File: config.mk
export PLATFORM = sky130hd
export DESIGN_NAME = mil_rt_ctrl_flat
export DESIGN_NICKNAME = d
export VERILOG_FILES = /design/src/rtl/mil_rt_ctrl_if.sv /design/src/rtl/mil_rt_ctrl.sv /design/src/flat_wrapper.sv
export SDC_FILE = /design/constraint.sdc
export NUM_CORES = 1
export LEC_CHECK = 0
export CAP_MARGIN = 0
export CORE_MARGIN = 2
export CORE_UTILIZATION = 53
export CTS_CLUSTER_DIAMETER = 100
export DETAILED_ROUTE_END_ITERATION = 12
export PLACE_DENSITY = 0.88
export RECOVER_POWER = 25
export SYNTH_ARGS = -nofsm -noshare
export SYNTH_HDL_FRONTEND = slang
export SYNTH_SLANG_ARGS = --single-unit
File: constraint.sdc
create_clock -name clk -period 3.05 [get_ports clk]
set_input_delay 0.61 -clock clk [delete_from_list [all_inputs] [get_ports clk]]
set_output_delay 0.61 -clock clk [all_outputs]
set_load 0.02 [all_outputs]
File: src/rtl/mil_rt_ctrl_if.sv
// Word-level bus bundle between the 1553 RT sequencer, the word receiver/transmitter and the
// subaddress buffer. master = sequencer side, slave = environment side.
interface mil_rt_ctrl_if;
   logic        word_stb;
   logic [15:0] word_dat;
   logic        word_cw;
   logic        word_par_ok;
   logic        buf_we;
   logic [9:0]  buf_addr;
   logic [15:0] buf_wdat;
   logic [15:0] buf_rdat;
   logic        tx_req;
   logic        tx_cw;
   logic [15:0] tx_dat;
   logic        tx_ack;

   modport master (
      input  word_stb, word_dat, word_cw, word_par_ok, buf_rdat, tx_ack,
      output buf_we, buf_addr, buf_wdat, tx_req, tx_cw, tx_dat
   );

   modport slave (
      output word_stb, word_dat, word_cw, word_par_ok, buf_rdat, tx_ack,
      input  buf_we, buf_addr, buf_wdat, tx_req, tx_cw, tx_dat
   );
endinterface

File: src/rtl/mil_rt_ctrl.sv
// MIL-STD-1553 remote-terminal message sequencer: command decode, data buffering, status/data replies.
// Optional mode-code handling on SA 0/31 is enabled by defining MIL_RT_MODECODE_EN.
module mil_rt_ctrl #(
   parameter int unsigned RESP_GAP   = 250,
   parameter int unsigned WORD_TMO   = 1100,
   parameter int unsigned BCAST_ADDR = 31
) (
   input  logic         clk,
   input  logic         rst_n,
   input  logic [4:0]   rt_addr,
   mil_rt_ctrl_if.master bus,
   output logic         msg_done,
   output logic         msg_err,
   output logic         busy
);

   localparam int unsigned GAP_W = $clog2(RESP_GAP + 1);
   localparam int unsigned TMO_W = $clog2(WORD_TMO + 1);

   typedef enum logic [2:0] {IDLE, RX_DATA, GAP, TX_STATUS, TX_DATA} state_t;

   state_t             state;
   logic [4:0]         sa_l, own_l, widx;
   logic [5:0]         n_l, cnt;
   logic               tr_l, bc_l, rd_wait, me_flag, bcr_flag;
   logic [TMO_W-1:0]   tmo_cnt;
   logic [GAP_W-1:0]   gap_cnt;
   logic               buf_we_q, tx_req_q, tx_cw_q;
   logic [9:0]         buf_addr_q;
   logic [15:0]        buf_wdat_q, tx_dat_q;

   logic [4:0]         c_addr, c_sa, c_wc, c_sa_eff, c_idx0;
   logic [5:0]         c_n;
   logic               c_tr, c_bc, c_hit, c_nodata, sup, take_cmd;

   assign bus.buf_we   = buf_we_q;
   assign bus.buf_addr = buf_addr_q;
   assign bus.buf_wdat = buf_wdat_q;
   assign bus.tx_req   = tx_req_q;
   assign bus.tx_cw    = tx_cw_q;
   assign bus.tx_dat   = tx_dat_q;
   assign busy         = (state != IDLE);

   always_comb begin
      c_addr   = bus.word_dat[15:11];
      c_tr     = bus.word_dat[10];
      c_sa     = bus.word_dat[9:5];
      c_wc     = bus.word_dat[4:0];
      c_bc     = (c_addr == 5'(BCAST_ADDR));
      c_hit    = bus.word_stb & bus.word_cw & bus.word_par_ok & ((c_addr == rt_addr) | c_bc);
      c_n      = (c_wc == 5'd0) ? 6'd32 : {1'b0, c_wc};
      c_sa_eff = c_sa;
      c_idx0   = '0;
      c_nodata = 1'b0;
`ifdef MIL_RT_MODECODE_EN
      // Mode codes reuse the word index as the code so the single data word lands at {0, code}.
      if (c_sa == 5'd0 || c_sa == 5'd31) begin
         c_sa_eff = '0;
         c_idx0   = c_wc;
         c_nodata = ~c_wc[4];
         c_n      = c_wc[4] ? 6'd1 : 6'd0;
      end
`endif
      sup      = (state == RX_DATA) & bus.word_stb & bus.word_cw & bus.word_par_ok;
      take_cmd = c_hit & ((state == IDLE) | (state == RX_DATA));
   end

   always_ff @(posedge clk or negedge rst_n) begin
      if (!rst_n) begin
         state      <= IDLE;
         sa_l       <= '0;
         own_l      <= '0;
         widx       <= '0;
         n_l        <= '0;
         cnt        <= '0;
         tr_l       <= 1'b0;
         bc_l       <= 1'b0;
         rd_wait    <= 1'b0;
         me_flag    <= 1'b0;
         bcr_flag   <= 1'b0;
         tmo_cnt    <= '0;
         gap_cnt    <= '0;
         buf_we_q   <= 1'b0;
         buf_addr_q <= '0;
         buf_wdat_q <= '0;
         tx_req_q   <= 1'b0;
         tx_cw_q    <= 1'b0;
         tx_dat_q   <= '0;
         msg_done   <= 1'b0;
         msg_err    <= 1'b0;
      end else begin
         buf_we_q <= 1'b0;
         msg_done <= 1'b0;
         msg_err  <= 1'b0;

         case (state)
            RX_DATA: begin
               if (bus.word_stb && !bus.word_par_ok) begin
                  me_flag <= 1'b1;
                  msg_err <= 1'b1;
                  state   <= IDLE;
               end else if (bus.word_stb && bus.word_cw) begin
                  // Superseding command; the accept block below may redirect the state.
                  msg_err <= 1'b1;
                  state   <= IDLE;
               end else if (bus.word_stb) begin
                  buf_we_q   <= 1'b1;
                  buf_addr_q <= {sa_l, widx};
                  buf_wdat_q <= bus.word_dat;
                  widx       <= widx + 5'd1;
                  cnt        <= cnt + 6'd1;
                  tmo_cnt    <= '0;
                  if (cnt + 6'd1 == n_l) begin
                     if (bc_l) begin
                        bcr_flag <= 1'b1;
                        msg_done <= 1'b1;
                        state    <= IDLE;
                     end else begin
                        gap_cnt <= '0;
                        state   <= GAP;
                     end
                  end
               end else if (tmo_cnt == TMO_W'(WORD_TMO - 1)) begin
                  me_flag <= 1'b1;
                  msg_err <= 1'b1;
                  state   <= IDLE;
               end else begin
                  tmo_cnt <= tmo_cnt + 1'b1;
               end
            end

            GAP: begin
               if (gap_cnt == GAP_W'(RESP_GAP - 1)) begin
                  tx_req_q <= 1'b1;
                  tx_cw_q  <= 1'b1;
                  tx_dat_q <= {own_l, me_flag, 5'b0, bcr_flag, 4'b0};
                  state    <= TX_STATUS;
               end else begin
                  gap_cnt <= gap_cnt + 1'b1;
               end
            end

            TX_STATUS: begin
               if (tx_req_q && bus.tx_ack) begin
                  tx_req_q <= 1'b0;
                  me_flag  <= 1'b0;
                  bcr_flag <= 1'b0;
                  if (tr_l && n_l != 6'd0) begin
                     buf_addr_q <= {sa_l, widx};
                     rd_wait    <= 1'b0;
                     state      <= TX_DATA;
                  end else begin
                     msg_done <= 1'b1;
                     state    <= IDLE;
                  end
               end
            end

            TX_DATA: begin
               // Two cycles with tx_req low: address settle, then synchronous buffer read.
               if (!tx_req_q) begin
                  if (!rd_wait) begin
                     rd_wait <= 1'b1;
                  end else begin
                     tx_req_q <= 1'b1;
                     tx_cw_q  <= 1'b0;
                     tx_dat_q <= bus.buf_rdat;
                     rd_wait  <= 1'b0;
                  end
               end else if (bus.tx_ack) begin
                  tx_req_q <= 1'b0;
                  widx     <= widx + 5'd1;
                  cnt      <= cnt + 6'd1;
                  if (cnt + 6'd1 == n_l) begin
                     msg_done <= 1'b1;
                     state    <= IDLE;
                  end else begin
                     buf_addr_q <= {sa_l, widx + 5'd1};
                  end
               end
            end

            default: state <= IDLE;
         endcase

         if (take_cmd) begin
            sa_l    <= c_sa_eff;
            n_l     <= c_n;
            tr_l    <= c_tr;
            bc_l    <= c_bc;
            own_l   <= rt_addr;
            widx    <= c_idx0;
            cnt     <= '0;
            tmo_cnt <= '0;
            gap_cnt <= '0;
            if (c_nodata) begin
               if (c_bc) begin
                  msg_done <= ~sup;
                  state    <= IDLE;
               end else begin
                  state <= GAP;
               end
            end else if (!c_tr) begin
               state <= RX_DATA;
            end else if (!c_bc) begin
               state <= GAP;
            end else begin
               me_flag <= 1'b1;
               msg_err <= 1'b1;
               state   <= IDLE;
            end
         end
      end
   end

endmodule

File: src/flat_wrapper.sv
// flat-port wrapper written by rule: the top's interface ports become plain ports
module mil_rt_ctrl_flat 
#(
   parameter int unsigned RESP_GAP   = 250,
   parameter int unsigned WORD_TMO   = 1100,
   parameter int unsigned BCAST_ADDR = 31
)
  (clk, rst_n, rt_addr, msg_done, msg_err, busy, bus_word_stb, bus_word_dat, bus_word_cw, bus_word_par_ok, bus_buf_rdat, bus_tx_ack, bus_buf_we, bus_buf_addr, bus_buf_wdat, bus_tx_req, bus_tx_cw, bus_tx_dat);
  mil_rt_ctrl_if bus_i ();
  input  logic clk;
  input  logic rst_n;
  input  logic [4:0] rt_addr;
  output logic msg_done;
  output logic msg_err;
  output logic busy;
  input wire logic [$bits(bus_i.word_stb)-1:0] bus_word_stb;
  input wire logic [$bits(bus_i.word_dat)-1:0] bus_word_dat;
  input wire logic [$bits(bus_i.word_cw)-1:0] bus_word_cw;
  input wire logic [$bits(bus_i.word_par_ok)-1:0] bus_word_par_ok;
  input wire logic [$bits(bus_i.buf_rdat)-1:0] bus_buf_rdat;
  input wire logic [$bits(bus_i.tx_ack)-1:0] bus_tx_ack;
  output wire logic [$bits(bus_i.buf_we)-1:0] bus_buf_we;
  output wire logic [$bits(bus_i.buf_addr)-1:0] bus_buf_addr;
  output wire logic [$bits(bus_i.buf_wdat)-1:0] bus_buf_wdat;
  output wire logic [$bits(bus_i.tx_req)-1:0] bus_tx_req;
  output wire logic [$bits(bus_i.tx_cw)-1:0] bus_tx_cw;
  output wire logic [$bits(bus_i.tx_dat)-1:0] bus_tx_dat;
  assign bus_i.word_stb = bus_word_stb;
  assign bus_i.word_dat = bus_word_dat;
  assign bus_i.word_cw = bus_word_cw;
  assign bus_i.word_par_ok = bus_word_par_ok;
  assign bus_i.buf_rdat = bus_buf_rdat;
  assign bus_i.tx_ack = bus_tx_ack;
  assign bus_buf_we = bus_i.buf_we;
  assign bus_buf_addr = bus_i.buf_addr;
  assign bus_buf_wdat = bus_i.buf_wdat;
  assign bus_tx_req = bus_i.tx_req;
  assign bus_tx_cw = bus_i.tx_cw;
  assign bus_tx_dat = bus_i.tx_dat;
  mil_rt_ctrl #(.RESP_GAP(RESP_GAP), .WORD_TMO(WORD_TMO), .BCAST_ADDR(BCAST_ADDR)) u_core (.clk(clk), .rst_n(rst_n), .rt_addr(rt_addr), .bus(bus_i), .msg_done(msg_done), .msg_err(msg_err), .busy(busy));
endmodule
After elaboration in Yosys (flattened, before gate mapping). Index checks and enable logic that the tools add are counted. Widths: inputs -> output; s select.

Output and inout port bits: 48. Register bits: 101. Word-level logic and storage cells: 208.

Eq/ne operators: 38. Bitwise logic cells: 8. Muxes and demuxes: 110. Add/sub/neg operators: 4. Reduce and logical (&&, ||, !) cells: 27.

Operator list (number): $mux 10 (8); $mux 11 (6); $mux 8 (7); $mux 16 (3); $mux 1 (46); $mux 6 (7); $mux 3 (13); $pmux 16 s2 (1); $mux 5 (6); $pmux 10 s3 (1); $ne 3x2->1 const B (7); $reduce_and 7->1 (3); $ne 2x1->1 const B (8); $pmux 8 s2 (1); $reduce_and 4->1 (4); $reduce_bool 3->1 (5); $ne 2x2->1 const B (7); $ne 3x1->1 const B (4); $ne 6x5->1 const B (2); $pmux 3 s4 (1); $pmux 6 s2 (1); $add 11x1->11 const B (1); $eq 11x11->1 const B (1); $pmux 5 s2 (1); other kinds (26) (43).

Longest topological paths before layout. Gate-level depths: netlist of run 1.

Depth in word-level cells: 9. Gate-level depth with buffers: 9. Depth with buffers taken out: 8.

Worst setup path before layout of run 1. No wires, ideal clock.

Path kind: reg2reg. From: reg u_core.cnt[0]. To: reg u_core.buf_addr_q[0] (netlist: u_core.bus.buf_addr[0]). Arrival time: 2.197 ns. Clock period less this slack: 2.322 ns. Setup time: 0.125 ns. Cell stages (with the launch flop): 7. Data required time: 2.925 ns. Setup slack: 0.728 ns. Buffers on the path: 1. Cell sequence: dfrtp_1 -> ha_1 -> o311a_1 -> or3_1 -> buf_2 -> o221ai_4 -> mux2_2.

Cells in the longest elaborated chain, start to end: 4.

Ends and longest elaborated chain: from (decl) (RTL line mil_rt_ctrl.sv:24) `logic [5:0] n_l, cnt;`; from (signal assigned) (RTL line mil_rt_ctrl.sv:111) `cnt <= cnt + 6'd1;`; from (signal assigned) (RTL line mil_rt_ctrl.sv:173) `cnt <= cnt + 6'd1;`; $add 6x1->6 (RTL line mil_rt_ctrl.sv:174) `if (cnt + 6'd1 == n_l) begin`; $eq 6x6->1 (RTL line mil_rt_ctrl.sv:174); $ne 2x2->1 (no source line); $reduce_and 9->1 (no source line); to (signal assigned) (RTL line mil_rt_ctrl.sv:108) `buf_addr_q <= {sa_l, widx};`; to (signal assigned) (RTL line mil_rt_ctrl.sv:149) `buf_addr_q <= {sa_l, widx};`; to (signal assigned) (RTL line mil_rt_ctrl.sv:178) `buf_addr_q <= {sa_l, widx + 5'd1};`; to (decl) (RTL line mil_rt_ctrl.sv:29) `logic [9:0] buf_addr_q;`.

Every way passes these cells. A chain may end at the register's enable or synchronous reset.

Worst setup path in the final report of run 1.
From: in bus_word_dat[15]. To: reg u_core.widx[0].

Cells in the longest elaborated chain, start to end: 6. Elaborated cells on any way between the ends: 13.

Ends and longest elaborated chain: from (decl) (RTL line flat_wrapper.sv:17) `input wire logic [$bits(bus_i.word_dat)-1:0] bus_word_dat;`; $eq 5x5->1 (on tied branches) (RTL line mil_rt_ctrl.sv:50, mil_rt_ctrl.sv:49); $or 1x1->1 * (RTL line mil_rt_ctrl.sv:50) `c_hit = bus.word_stb & bus.word_cw & bus.word_par_ok & ((c_addr == rt_addr) | c_bc);`; $and 1x1->1 * (RTL line mil_rt_ctrl.sv:50); $and 1x1->1 * (RTL line mil_rt_ctrl.sv:65) `take_cmd = c_hit & ((state == IDLE) | (state == RX_DATA));`; $ne 3x2->1 (no source line), or another cell as far along; $reduce_and 6->1 (no source line); to (signal assigned) (RTL line mil_rt_ctrl.sv:110) `widx <= widx + 5'd1;`; to (signal assigned) (RTL line mil_rt_ctrl.sv:172) `widx <= widx + 5'd1;`; to (signal assigned) (RTL line mil_rt_ctrl.sv:192) `widx <= c_idx0;`; to (decl) (RTL line mil_rt_ctrl.sv:23) `logic [4:0] sa_l, own_l, widx;`.

Mark *: on every way between the ends. The rest lies on a longest branch, timed or not.

==> impl_results.md, run 1 <==
* Tightest Pin Transition at 1.27 ns
* Highest-count cells in the layout ignoring fill and taps: 101 x sky130_fd_sc_hd__dfrtp_1, 99 x sky130_fd_sc_hd__nand2_1, 89 x sky130_fd_sc_hd__clkdlybuf4s50_1
* Pwr per Cell Area at 403 nW/µm²
* Sequential element share of the synthesized area at 51.3%
* Min Tclk post-route at 2.73 ns
* Primary FF master, synth: sky130_fd_sc_hd__dfrtp_1
* Drt drc at 0
* Commonest non-fill, non-tap cell in the layout: sky130_fd_sc_hd__dfrtp_1
* Wire per inst at 17.5 µm
* Total Wirelength at 12400 µm
* Crit path kind: in -> reg
* CTS sink cnt at 101
* Final worst slack at 0.318 ns
* Type of origin of the critical path: input port
* Mean post-synth cell area at 9.83 µm²
* Max IR drop VDD at 0.274 mV
* Antenna violations before repair at 0
* Post-cts sizing count at 0
* Maximum level of the CTS H-tree at 3
* Drt via density at 5.99
* Final-report setup violation count at 0
* Warnings from Yosys at 0
* Result of the run: finished, final reports clean
* Post-synthesis cell type count at 52
* Data required time at the worst endpoint at 3.37 ns
* Post-Synthesis Net Count at 549
* Final nets at 642
* Global-route usage over all layers at 25.3%
* Core ar. at 9110 µm²
* Max-slew headroom at 15.2%
* Utilization after layout at 68.5%
* Leakage Power at 2.80 nW
* Combined area of all synthesized cells at 4930 µm²
* Die extent in x at 100 µm
* Fmax at 0.366 GHz
* Delay of the slowest critical-path stage at 0.55 ns
* Place WS at -0.0316 ns
* Number of pins with negative max-slew slack in the final report at 0
* Area of the die at 10100 µm²
* Remaining antenna violation count after routing at 0
* Cells after synthesis at 501
* Maximum fanout along the worst path at 10
* Die Ht at 100 µm
* Vias at 4244
* Clock transition at the registers of the reported paths at 0.10 ns
* Final standard cell count with taps included and fillers excluded at 708
* Setup repair bufs after CTS at 0
* Critical-path cell with the highest stage delay: sky130_fd_sc_hd__nor3b_2
* Global route overflow at 0
* Top-Level Pins at 91
* Clock root buffer master: sky130_fd_sc_hd__clkbuf_8
* Number of iterations in the first detailed-routing pass at 5
* Max-cap viol count at 0
* Number of placed instances with taps included at 694
* Type of the most critical hold path: reg -> reg
* Number of enable flip-flop cells after synthesis at 0
* Routability congestion estimate at 0.891
* Share of synthesized flip-flops with an asynchronous set or reset at 100%
* Number of buffers on the longest clock path at 2
* CTS tree: yes
* Crit path DAT at 3.05 ns
* Num CTS Buffers at 9
* Register-to-register setup slack at 0.42 ns
* First-pass GRT wire length at 20100 µm
* Number of global-route vias before repair at 4247
* Series of cell instances along the critical path: clkdlybuf4s50_1 -> xor2_1 -> nor3_1 -> a21oi_1 -> a31oi_2 -> nor3b_2 -> mux2_2
* Antenna diode count at 0
* Maximum number of pins on one net before global-route repair at 52
* Hold-fix buffers, CTS at 0
* Flip-flop and latch count after synthesis at 101
* Worst clock skew at 0.0112 ns
* Worst-skew pair later-pin latency at 0.38 ns
* HPWL Detailed at 8520 µm
* Register-to-Register Path Depth at 6
* Fin crit share at 89.6%
* Starting density of the core at 54.1%
* Worst setup EP type: flop
* Setup TNS at 0 ns
* Signed area change from the synthesized netlist to the final layout at 26.7%
* Hold depth at 2
* IO buf count at 90
* Total power at 0.00251 W
* Site row count at 35
* Fraction of layout cells with a size suffix above 1 at 11.9%
* Number of hold violations in the final report at 0
* RSZ-0062 raised after global routing: false
* Starting DRC count in detailed routing at 345
==> cell type report <==
class                           instances  area [µm²]
Clock buffer                            9         124
Inverter                                7        26.3
Multi-Input combinational cell        373        2320
Tap cell                              111         139
Clock inverter                          5         108
Fill cell                             650        2870
Timing Repair Buffer                  102         996
Sequential cell                       101        2530
==> per-layer routing <==
layer	global-route usage (%)	wire length, µm	part of all wire [%]	vias to the layer above
met3	5.99	792	6.4	42
li1	-	-	-	1975
met1	31.1	4890	39	2035
met4	11.0	396	3.2	0
met2	42.8	6330	51	192
met5	0	0	0	-
==> worst paths after layout <==
check | startpoint | end
worst max-delay path | bus_word_dat[15] | u_core.widx[0]$_DFFE_PN0P_
worst min-delay path | u_core.sa_l[0]$_DFFE_PN0N_ | u_core.sa_l[0]$_DFFE_PN0N_
worst max register to register | u_core.cnt[0]$_DFFE_PN0P_ | u_core.bus.buf_addr[0]$_DFFE_PN0P_
worst min register to register | u_core.sa_l[0]$_DFFE_PN0N_ | u_core.sa_l[0]$_DFFE_PN0N_
max in group asynchronous | rst_n | u_core.cnt[5]$_DFFE_PN0P_
min in group asynchronous | rst_n | u_core.gap_cnt[2]$_DFFE_PN0P_
==> through the flow <==
| step | cell area, µm² | hold WS (ns) |
|---|---|---|
| after floorplan | 4930 | 0.314 |
| after global routing | 6240 | 0.496 |
| final | 6240 | 0.471 |
| after CTS | 6260 | 0.288 |
| after global placement | 6030 | 0.446 |
| after detailed placement | 6030 | 0.452 |
==> cells in the mapped netlist (all sizes together), types with 5 or more instances <==
library cell	count	share of area (%)
dfrtp	101	51
nand2	99	7.5
o21ai	45	4.6
nor2	30	2.3
mux2	29	6.6
a21oi	17	1.7
clkbuf	16	1.2
nand3	16	1.6
a31oi	12	1.7
xor2	11	2.0
a22o	9	1.6
and3	8	1.0
nor2b	8	1.0
o31ai	8	1.2
inv	7	0.53
mux2i	7	1.4
nand2b	6	0.76
or3	6	0.76
ha	5	1.3
nand4	5	0.63
==> state kept, by name, indices dropped and copies added, names as in the netlist, 3 cells and up <==
signal	count
u_core.tmo_cnt	11
u_core.bus.buf_wdat	16
u_core.own_l	5
u_core.n_l	6
u_core.widx	5
u_core.gap_cnt	8
u_core.cnt	6
u_core.sa_l	5
u_core.state	3
u_core.bus.buf_addr	10
u_core.bus.tx_dat	16
==> where the power goes <==
group | switching (W) | internal [W]
logic | 0.0000718 | 0.0000731
registers | 0.00000521 | 0.00135
clock network | 0.000477 | 0.000542
==> critical path: cells and delay by family <==
family	cells	cell delay, ns
AOI/OAI and AO/OA	2	0.51
buffers and inverters	1	0.45
and+or+nand+nor	2	1.05
muxes	1	0.27
xor gates and xnor gates	1	0.16
==> kinds of logic (layout without fill, tap and decap cells) <==
kind of cell             Yosys count  in the layout  synth area share [%]
AND/OR/NAND/NOR                  199            199                  18.9
AO/OA/AOI/OAI                    118            118                  15.6
flip-flops                       101            101                  51.3
multiplexers                      36             36                  8.05
buffers and inverters             27            123                  2.16
XOR/XNOR                          15             15                  2.67
adder cells (fa/ha/maj)            5              5                  1.27
Power figures use the tool's default switching activity.
==> run 2: changes to the inputs <==
Settings changed: CTS_CLUSTER_SIZE set to 40.
==> results of run 2 <==
The final DEF is identical to that of run 1; final timing and power are the same.
